[config.mk]
export PLATFORM = sky130hd
export DESIGN_NAME = fwb_master
export DESIGN_NICKNAME = d
export VERILOG_FILES = /design/src/rtl/fwb_master.sv
export SDC_FILE = /design/constraint.sdc
export NUM_CORES = 1
export LEC_CHECK = 0
export CORE_MARGIN = 2
export CORE_UTILIZATION = 34
export CTS_CLUSTER_DIAMETER = 40
export DETAILED_ROUTE_END_ITERATION = 10
export GPL_TIMING_DRIVEN = 0
export PLACE_DENSITY_LB_ADDON = 0.1
export SYNTH_ARGS = -nofsm -noshare
export SYNTH_HDL_FRONTEND = slang
export SYNTH_SLANG_ARGS = --single-unit
[constraint.sdc]
create_clock -name i_clk -period 2.46 [get_ports i_clk]
set_clock_uncertainty 0.05 [all_clocks]
set_input_delay 0.492 -clock i_clk [delete_from_list [all_inputs] [get_ports i_clk]]
set_output_delay 0.492 -clock i_clk [all_outputs]
set_load 0.1 [all_outputs]
[src/rtl/fwb_master.sv]
// fwb_master: passive Wishbone master-side protocol monitor.
//
// Watches a Wishbone bus (never drives it), counts accepted requests and
// acknowledgements, and records protocol-rule violations as sticky flags.
//
// Ports
//   i_clk, i_reset         clock, synchronous active-high reset
//   i_wb_cyc/stb/we        observed master controls
//   i_wb_addr/data/sel     observed request fields
//   i_wb_ack/stall/err     observed slave responses
//   i_wb_idata             slave read data (not checked)
//   f_nreqs, f_nacks       accepted-request / response counters for this cycle
//   f_outstanding          f_nreqs - f_nacks while cyc is high, else 0
//   o_f_violation          sticky per-rule violation flags, cleared by reset
//
// Violation bits
//   0  stb while cyc low
//   1  stalled request changed or withdrawn
//   2  we changed during cyc
//   3  ack/err with nothing outstanding, or while cyc low
//   4  ack and err together
//   5  stall longer than F_MAX_STALL (F_MAX_STALL > 0 only)
//   6  ack delay longer than F_MAX_ACK_DELAY (F_MAX_ACK_DELAY > 0 only)
//   7  cyc still high in the cycle after err
//   8  stb re-rose within one cyc (F_OPT_DISCONTINUOUS = 0 only)
//   9  request counter saturated
//   10 bus activity in the cycle right after reset
//
// Build option: define FWB_ASSERT_EN to also raise an immediate assertion
// for each rule at detection (bits 3, 4 and 6 become assumptions under FORMAL).

module fwb_master #(
  parameter int          AW                   = 32,
  parameter int          DW                   = 32,
  parameter int          F_LGDEPTH            = 4,
  parameter int unsigned F_MAX_STALL          = 0,
  parameter int unsigned F_MAX_ACK_DELAY      = 0,
  parameter bit          F_OPT_RMW_BUS_OPTION = 1'b1,
  parameter bit          F_OPT_DISCONTINUOUS  = 1'b0
) (
  input  logic                 i_clk,
  input  logic                 i_reset,
  input  logic                 i_wb_cyc,
  input  logic                 i_wb_stb,
  input  logic                 i_wb_we,
  input  logic [AW-1:0]        i_wb_addr,
  input  logic [DW-1:0]        i_wb_data,
  input  logic [DW/8-1:0]      i_wb_sel,
  input  logic                 i_wb_ack,
  input  logic                 i_wb_stall,
  input  logic                 i_wb_err,
  input  logic [DW-1:0]        i_wb_idata,
  output logic [F_LGDEPTH-1:0] f_nreqs,
  output logic [F_LGDEPTH-1:0] f_nacks,
  output logic [F_LGDEPTH-1:0] f_outstanding,
  output logic [10:0]          o_f_violation
);

  localparam logic [31:0] MAX_STALL     = F_MAX_STALL;
  localparam logic [31:0] MAX_ACK_DELAY = F_MAX_ACK_DELAY;

  logic [F_LGDEPTH-1:0] nreqs_q, nreqs_d;
  logic [F_LGDEPTH-1:0] nacks_q, nacks_d;
  logic [31:0]          stall_cnt_q, stall_cnt_d;
  logic [31:0]          ackdly_cnt_q, ackdly_cnt_d;
  logic                 stalled_q, cyc_q, err_q, reset_q;
  logic                 stb_seen_q, stb_seen_d;
  logic                 stb_fell_q, stb_fell_d;
  logic                 we_q;
  logic [AW-1:0]        addr_q;
  logic [DW-1:0]        data_q;
  logic [DW/8-1:0]      sel_q;
  logic [10:0]          viol_q, viol_d;

  logic accept, stalled, ack_any, waiting;

  // Read data is outside the scope of this monitor.
  logic unused_idata;
  assign unused_idata = ^i_wb_idata;

  assign accept  = i_wb_cyc & i_wb_stb & ~i_wb_stall;
  assign stalled = i_wb_cyc & i_wb_stb & i_wb_stall;
  assign ack_any = i_wb_ack | i_wb_err;

  assign f_nreqs       = nreqs_q;
  assign f_nacks       = nacks_q;
  assign f_outstanding = i_wb_cyc ? (nreqs_q - nacks_q) : '0;

  assign waiting = (f_outstanding != '0) & ~ack_any;

  // Dropping cyc aborts the cycle: counters start over on the next one.
  always_comb begin
    nreqs_d = nreqs_q;
    nacks_d = nacks_q;
    if (!i_wb_cyc) begin
      nreqs_d = '0;
      nacks_d = '0;
    end else begin
      // Saturate rather than wrap so f_outstanding stays meaningful.
      if (accept && (nreqs_q != '1))
        nreqs_d = nreqs_q + F_LGDEPTH'(1);
      if (ack_any)
        nacks_d = nacks_q + F_LGDEPTH'(1);
    end
  end

  // Timers stop counting once past their limit so they cannot wrap.
  always_comb begin
    stall_cnt_d = '0;
    if (stalled)
      stall_cnt_d = (stall_cnt_q > MAX_STALL) ? stall_cnt_q : stall_cnt_q + 32'd1;
    ackdly_cnt_d = '0;
    if (waiting)
      ackdly_cnt_d = (ackdly_cnt_q > MAX_ACK_DELAY) ? ackdly_cnt_q : ackdly_cnt_q + 32'd1;
  end

  // stb_fell marks that stb has gone high and then low inside the current cyc.
  assign stb_seen_d = i_wb_cyc & (stb_seen_q | i_wb_stb);
  assign stb_fell_d = i_wb_cyc & (stb_fell_q | (stb_seen_q & ~i_wb_stb));

  always_comb begin
    viol_d     = '0;
    viol_d[0]  = i_wb_stb & ~i_wb_cyc;
    viol_d[1]  = stalled_q & i_wb_cyc &
                 (~i_wb_stb | (i_wb_we != we_q) | (i_wb_addr != addr_q) |
                  (i_wb_sel != sel_q) | (i_wb_we & (i_wb_data != data_q)));
    // A read-modify-write may flip we once the bus has gone quiet.
    viol_d[2]  = cyc_q & i_wb_cyc & (i_wb_we != we_q) &
                 ~(F_OPT_RMW_BUS_OPTION & (f_outstanding == '0));
    viol_d[3]  = ack_any & (~i_wb_cyc | (f_outstanding == '0));
    viol_d[4]  = i_wb_ack & i_wb_err;
    viol_d[5]  = (F_MAX_STALL != 0) && (stall_cnt_d > MAX_STALL);
    viol_d[6]  = (F_MAX_ACK_DELAY != 0) && (ackdly_cnt_d > MAX_ACK_DELAY);
    viol_d[7]  = err_q & i_wb_cyc;
    viol_d[8]  = ~F_OPT_DISCONTINUOUS & i_wb_cyc & i_wb_stb & stb_fell_q;
    viol_d[9]  = accept & (nreqs_q == '1);
    viol_d[10] = reset_q & (i_wb_cyc | i_wb_stb | i_wb_ack | i_wb_err);
  end

  always_ff @(posedge i_clk) begin
    if (i_reset) begin
      nreqs_q      <= '0;
      nacks_q      <= '0;
      stall_cnt_q  <= '0;
      ackdly_cnt_q <= '0;
      stalled_q    <= 1'b0;
      cyc_q        <= 1'b0;
      err_q        <= 1'b0;
      reset_q      <= 1'b1;
      stb_seen_q   <= 1'b0;
      stb_fell_q   <= 1'b0;
      we_q         <= 1'b0;
      addr_q       <= '0;
      data_q       <= '0;
      sel_q        <= '0;
      viol_q       <= '0;
    end else begin
      nreqs_q      <= nreqs_d;
      nacks_q      <= nacks_d;
      stall_cnt_q  <= stall_cnt_d;
      ackdly_cnt_q <= ackdly_cnt_d;
      stalled_q    <= stalled;
      cyc_q        <= i_wb_cyc;
      err_q        <= i_wb_cyc & i_wb_err;
      reset_q      <= 1'b0;
      stb_seen_q   <= stb_seen_d;
      stb_fell_q   <= stb_fell_d;
      we_q         <= i_wb_we;
      addr_q       <= i_wb_addr;
      data_q       <= i_wb_data;
      sel_q        <= i_wb_sel;
      viol_q       <= viol_q | viol_d;
    end
  end

  assign o_f_violation = viol_q;

`ifdef FWB_ASSERT_EN
  always_ff @(posedge i_clk) begin
    if (!i_reset) begin
      for (int b = 0; b < 11; b++) begin
`ifdef FORMAL
        // Slave-side rules constrain the environment rather than the master.
        if (b == 3 || b == 4 || b == 6)
          assume (!viol_d[b]);
        else
          assert (!viol_d[b]);
`else
        assert (!viol_d[b]);
`endif
      end
    end
  end
`else
  // Flags are reported through o_f_violation only.
`endif

endmodule

==> results.cfg <==
[synth]
synth_area_leaders = dfxtp_1 (51%), xor2_1 (16%), nor2b_1 (12%)
synth_seq_area_share = 0.514
yosysTopAreaCell = dfxtp_1
yosys.area_share.xor_xnor = 0.183
synth-simple-area-share = 0.220
yosys_register_bits = 92
postSynthAreaPerCell_um2 = 10.2
syn_area_mm2 = 0.00358
synthAdderAreaFrac = 0.0230
synth_top_family_by_area = simple AND/OR/NAND/NOR gates
yosysWarnings = 0
synth.top_cell.area_share = 0.514
netlist_instances = 350
synth_cell_types = 36
synthMuxAreaShare = 0.00279
synth_compound_area_frac = 0.0300

[power_and_ir_drop]
swShare = 0.258
p_leak_nw = 2.09
seq_power_share = 0.513
power_frac_comb = 0.163
vdd_ir_drop_max_mv = 0.309
internal_power_mw = 2.30
total_power_mw = 3.10
power_per_cell_area_mw_per_mm2 = 612
p_sw_mw = 0.799
power_frac_clock = 0.324

[grt]
grt_max_degree = 15
antenna_found_initial = 0
grt_pass1_wl_mm = 12.1
grt_overflow = 0
grt_pass1_vias = 2546
grt_usage = 0.137

[timing]
worstMarginPinSlew_ps = 990
setup_tns_ps = -73.8
rsz0062_at_grt = true
post-route-period-util = 1.03
slew_headroom = 0.338
holdWs_ps = 412
drv_slew = 0
finalHoldViolCount = 0
setup_viol = 1
max_freq_mhz = 395
fin_crit_ps = 2530
setup_ws_ps = -73.8

[die]
die_x_um = 107
initial_utilization = 0.349
io-pin-count = 131
core_area_mm2 = 0.0103
die_area_mm2 = 0.0114
die_height_um = 107
row_count = 37

[critical_path]
worstPathMaxFanout = 3
max_stage_delay_ps = 380
crit_path_start_kind = flip-flop
critPathCaptureType = primary output
slowest_stage = dfxtp_4
cp_data_arrival_time_ps = 1990
crit_buf_inv = 3
reg2reg_from = f_nacks[1]$_SDFFE_PP0P_
crit_type = flip-flop to primary output
crit_start = f_nacks[1]$_SDFFE_PP0P_
path_cells = inv_4 > ha_4 > nor2b_1 > o21a_1 > or3_1 > nand3_2 > clkinvlp_4 > buf_12
crit_required_ps = 1920
cp.depth = 8
path_delay_family = simple AND/OR/NAND/NOR gates
r2r_cells = 9

[clock_tree]
htreeDepth = 3
path_clk_slew_ps = 90
clock_latency_ps = 350
ctsHoldBuffers = 0
tritoncts = done
cts_sinks = 92
cts_buffers = 9
cts_root_buffer = clkbuf_8
cts_buffer_depth = 2

[detailed_routing]
drc = 0
antenna_left = 0
vias = 2615
first_pass_iters = 4
wire_per_inst_um = 12.3
first_iter_violations = 41
wirelength_mm = 7.45
via_per_inst = 4.33

[layout]
final_area_mm2 = 0.00506
postLayoutCoreUtil = 0.492
layout_commonest_cell = clkdlybuf4s50_1
fin_nets = 577
layout-drive-gt1-share = 0.111
area.growth.synth_to_final_pct = 41.2
antenna_cells = 0
final_cell_mix = clkdlybuf4s50_1 (85), dfxtp_1 (84), nor2b_1 (70)

[placement]
io_buffers = 95
dp_hpwl_mm = 5.56
place_area_mm2 = 0.00476
gp_congestion = 0.799

[worst_hold_path]
hold_start = reset_q$_DFF_P_
hold_class = flip-flop to flip-flop
worstHoldPathCells = 2

[run]
maxCapViolCount = 0

[outcome]
run_status = complete, but fails checks
violations = negative setup slack
final timing paths:
kind | to | slack (ps)
worst max-delay path | f_outstanding[3] | -70
worst min-delay path | o_f_violation[10]$_SDFF_PP0_ | 410
worst max register to register | o_f_violation[2]$_SDFF_PP0_ | 570
worst min register to register | o_f_violation[10]$_SDFF_PP0_ | 410
cell families after synthesis:
group                    count (synthesis)
flip-flops                              92
adder cells (fa/ha/maj)                  6
other                                    1
AND/OR/NAND/NOR                        135
buffers and inverters                   22
multiplexers                             1
XOR/XNOR                                75
AO/OA/AOI/OAI                           18
stage by stage:
step | instances | setup slack, ps
detailed placement | 582 | -603
finish | 604 | -73.8
global placement | 582 | -624
floorplan | 351 | -66.4
global route | 604 | -170
CTS | 600 | -127
cell usage after synthesis, drive strengths merged:
cell,count
a31oi,3
o21a,1
xor2,67
nor2,20
o21ai,3
or3,3
mux2i,1
nand2b,1
a21oi,8
nor2b,70
inv,9
fa,1
conb,1
nand4,6
or4,1
clkbuf,10
o21ba,1
a211oi,1
nand2,7
dfxtp,92
nand3,4
ha,5
and2,3
xnor2,8
or2,1
nor3,2
buf,3
nor3b,1
nor4,16
a41oi,1
sequential cells by signal, indices dropped and copies added, names as in the netlist, 4 cells and up:
| name | cells |
|---|---|
| sel_q | 4 |
| data_q | 32 |
| addr_q | 32 |
| f_nacks | 4 |
| f_nreqs | 4 |
| o_f_violation | 9 |
power by group through the flow:
stage | Clock (mW) | Combinational [mW] | Sequential, mW
global placement | 0 | 0.489 | 1.62
global route | 1.13 | 0.548 | 1.60
floorplan | 0 | 0.219 | 1.69
CTS | 1.06 | 0.500 | 1.59
finish | 1.00 | 0.504 | 1.59
detailed placement | 0 | 0.492 | 1.63
cell type report:
class                      count  area [um^2]
clock inverter                 4         48.8
sequential                    92         1870
inverter                       9         43.8
buffer                        13         60.1
fill                         973         5220
timing repair buffer         101         1030
clock buffer                  12          145
tap                          136          170
multi-input combinational    237         1690
repair_timing:
| item | 4_1_cts | 5_1_grt |
|---|---|---|
| gates resized for setup | 28 | 14 |
| pin swaps | 0 | 3 |
| buffers inserted | 2 | 4 |
| setup endpoints to repair | 6 | 7 |
worst reg2reg max path, delay by kind of cell (launching register included):
family / cells / cell delay [ps]
DFF: 1 / 380
buffers and inverters: 2 / 160
adders and majority gates: 1 / 190
and+or+nand+nor: 3 / 580
AOI/OAI and AO/OA: 3 / 420
per-layer routing:
metal	GRT usage	vias up	share of wire
met5	0	-	0
met4	0.0584	0	0.017
met3	0.0371	11	0.056
met2	0.212	64	0.45
met1	0.181	1191	0.48
li1	-	1349	-
Note: power is estimated with default switching activity, not from simulation.
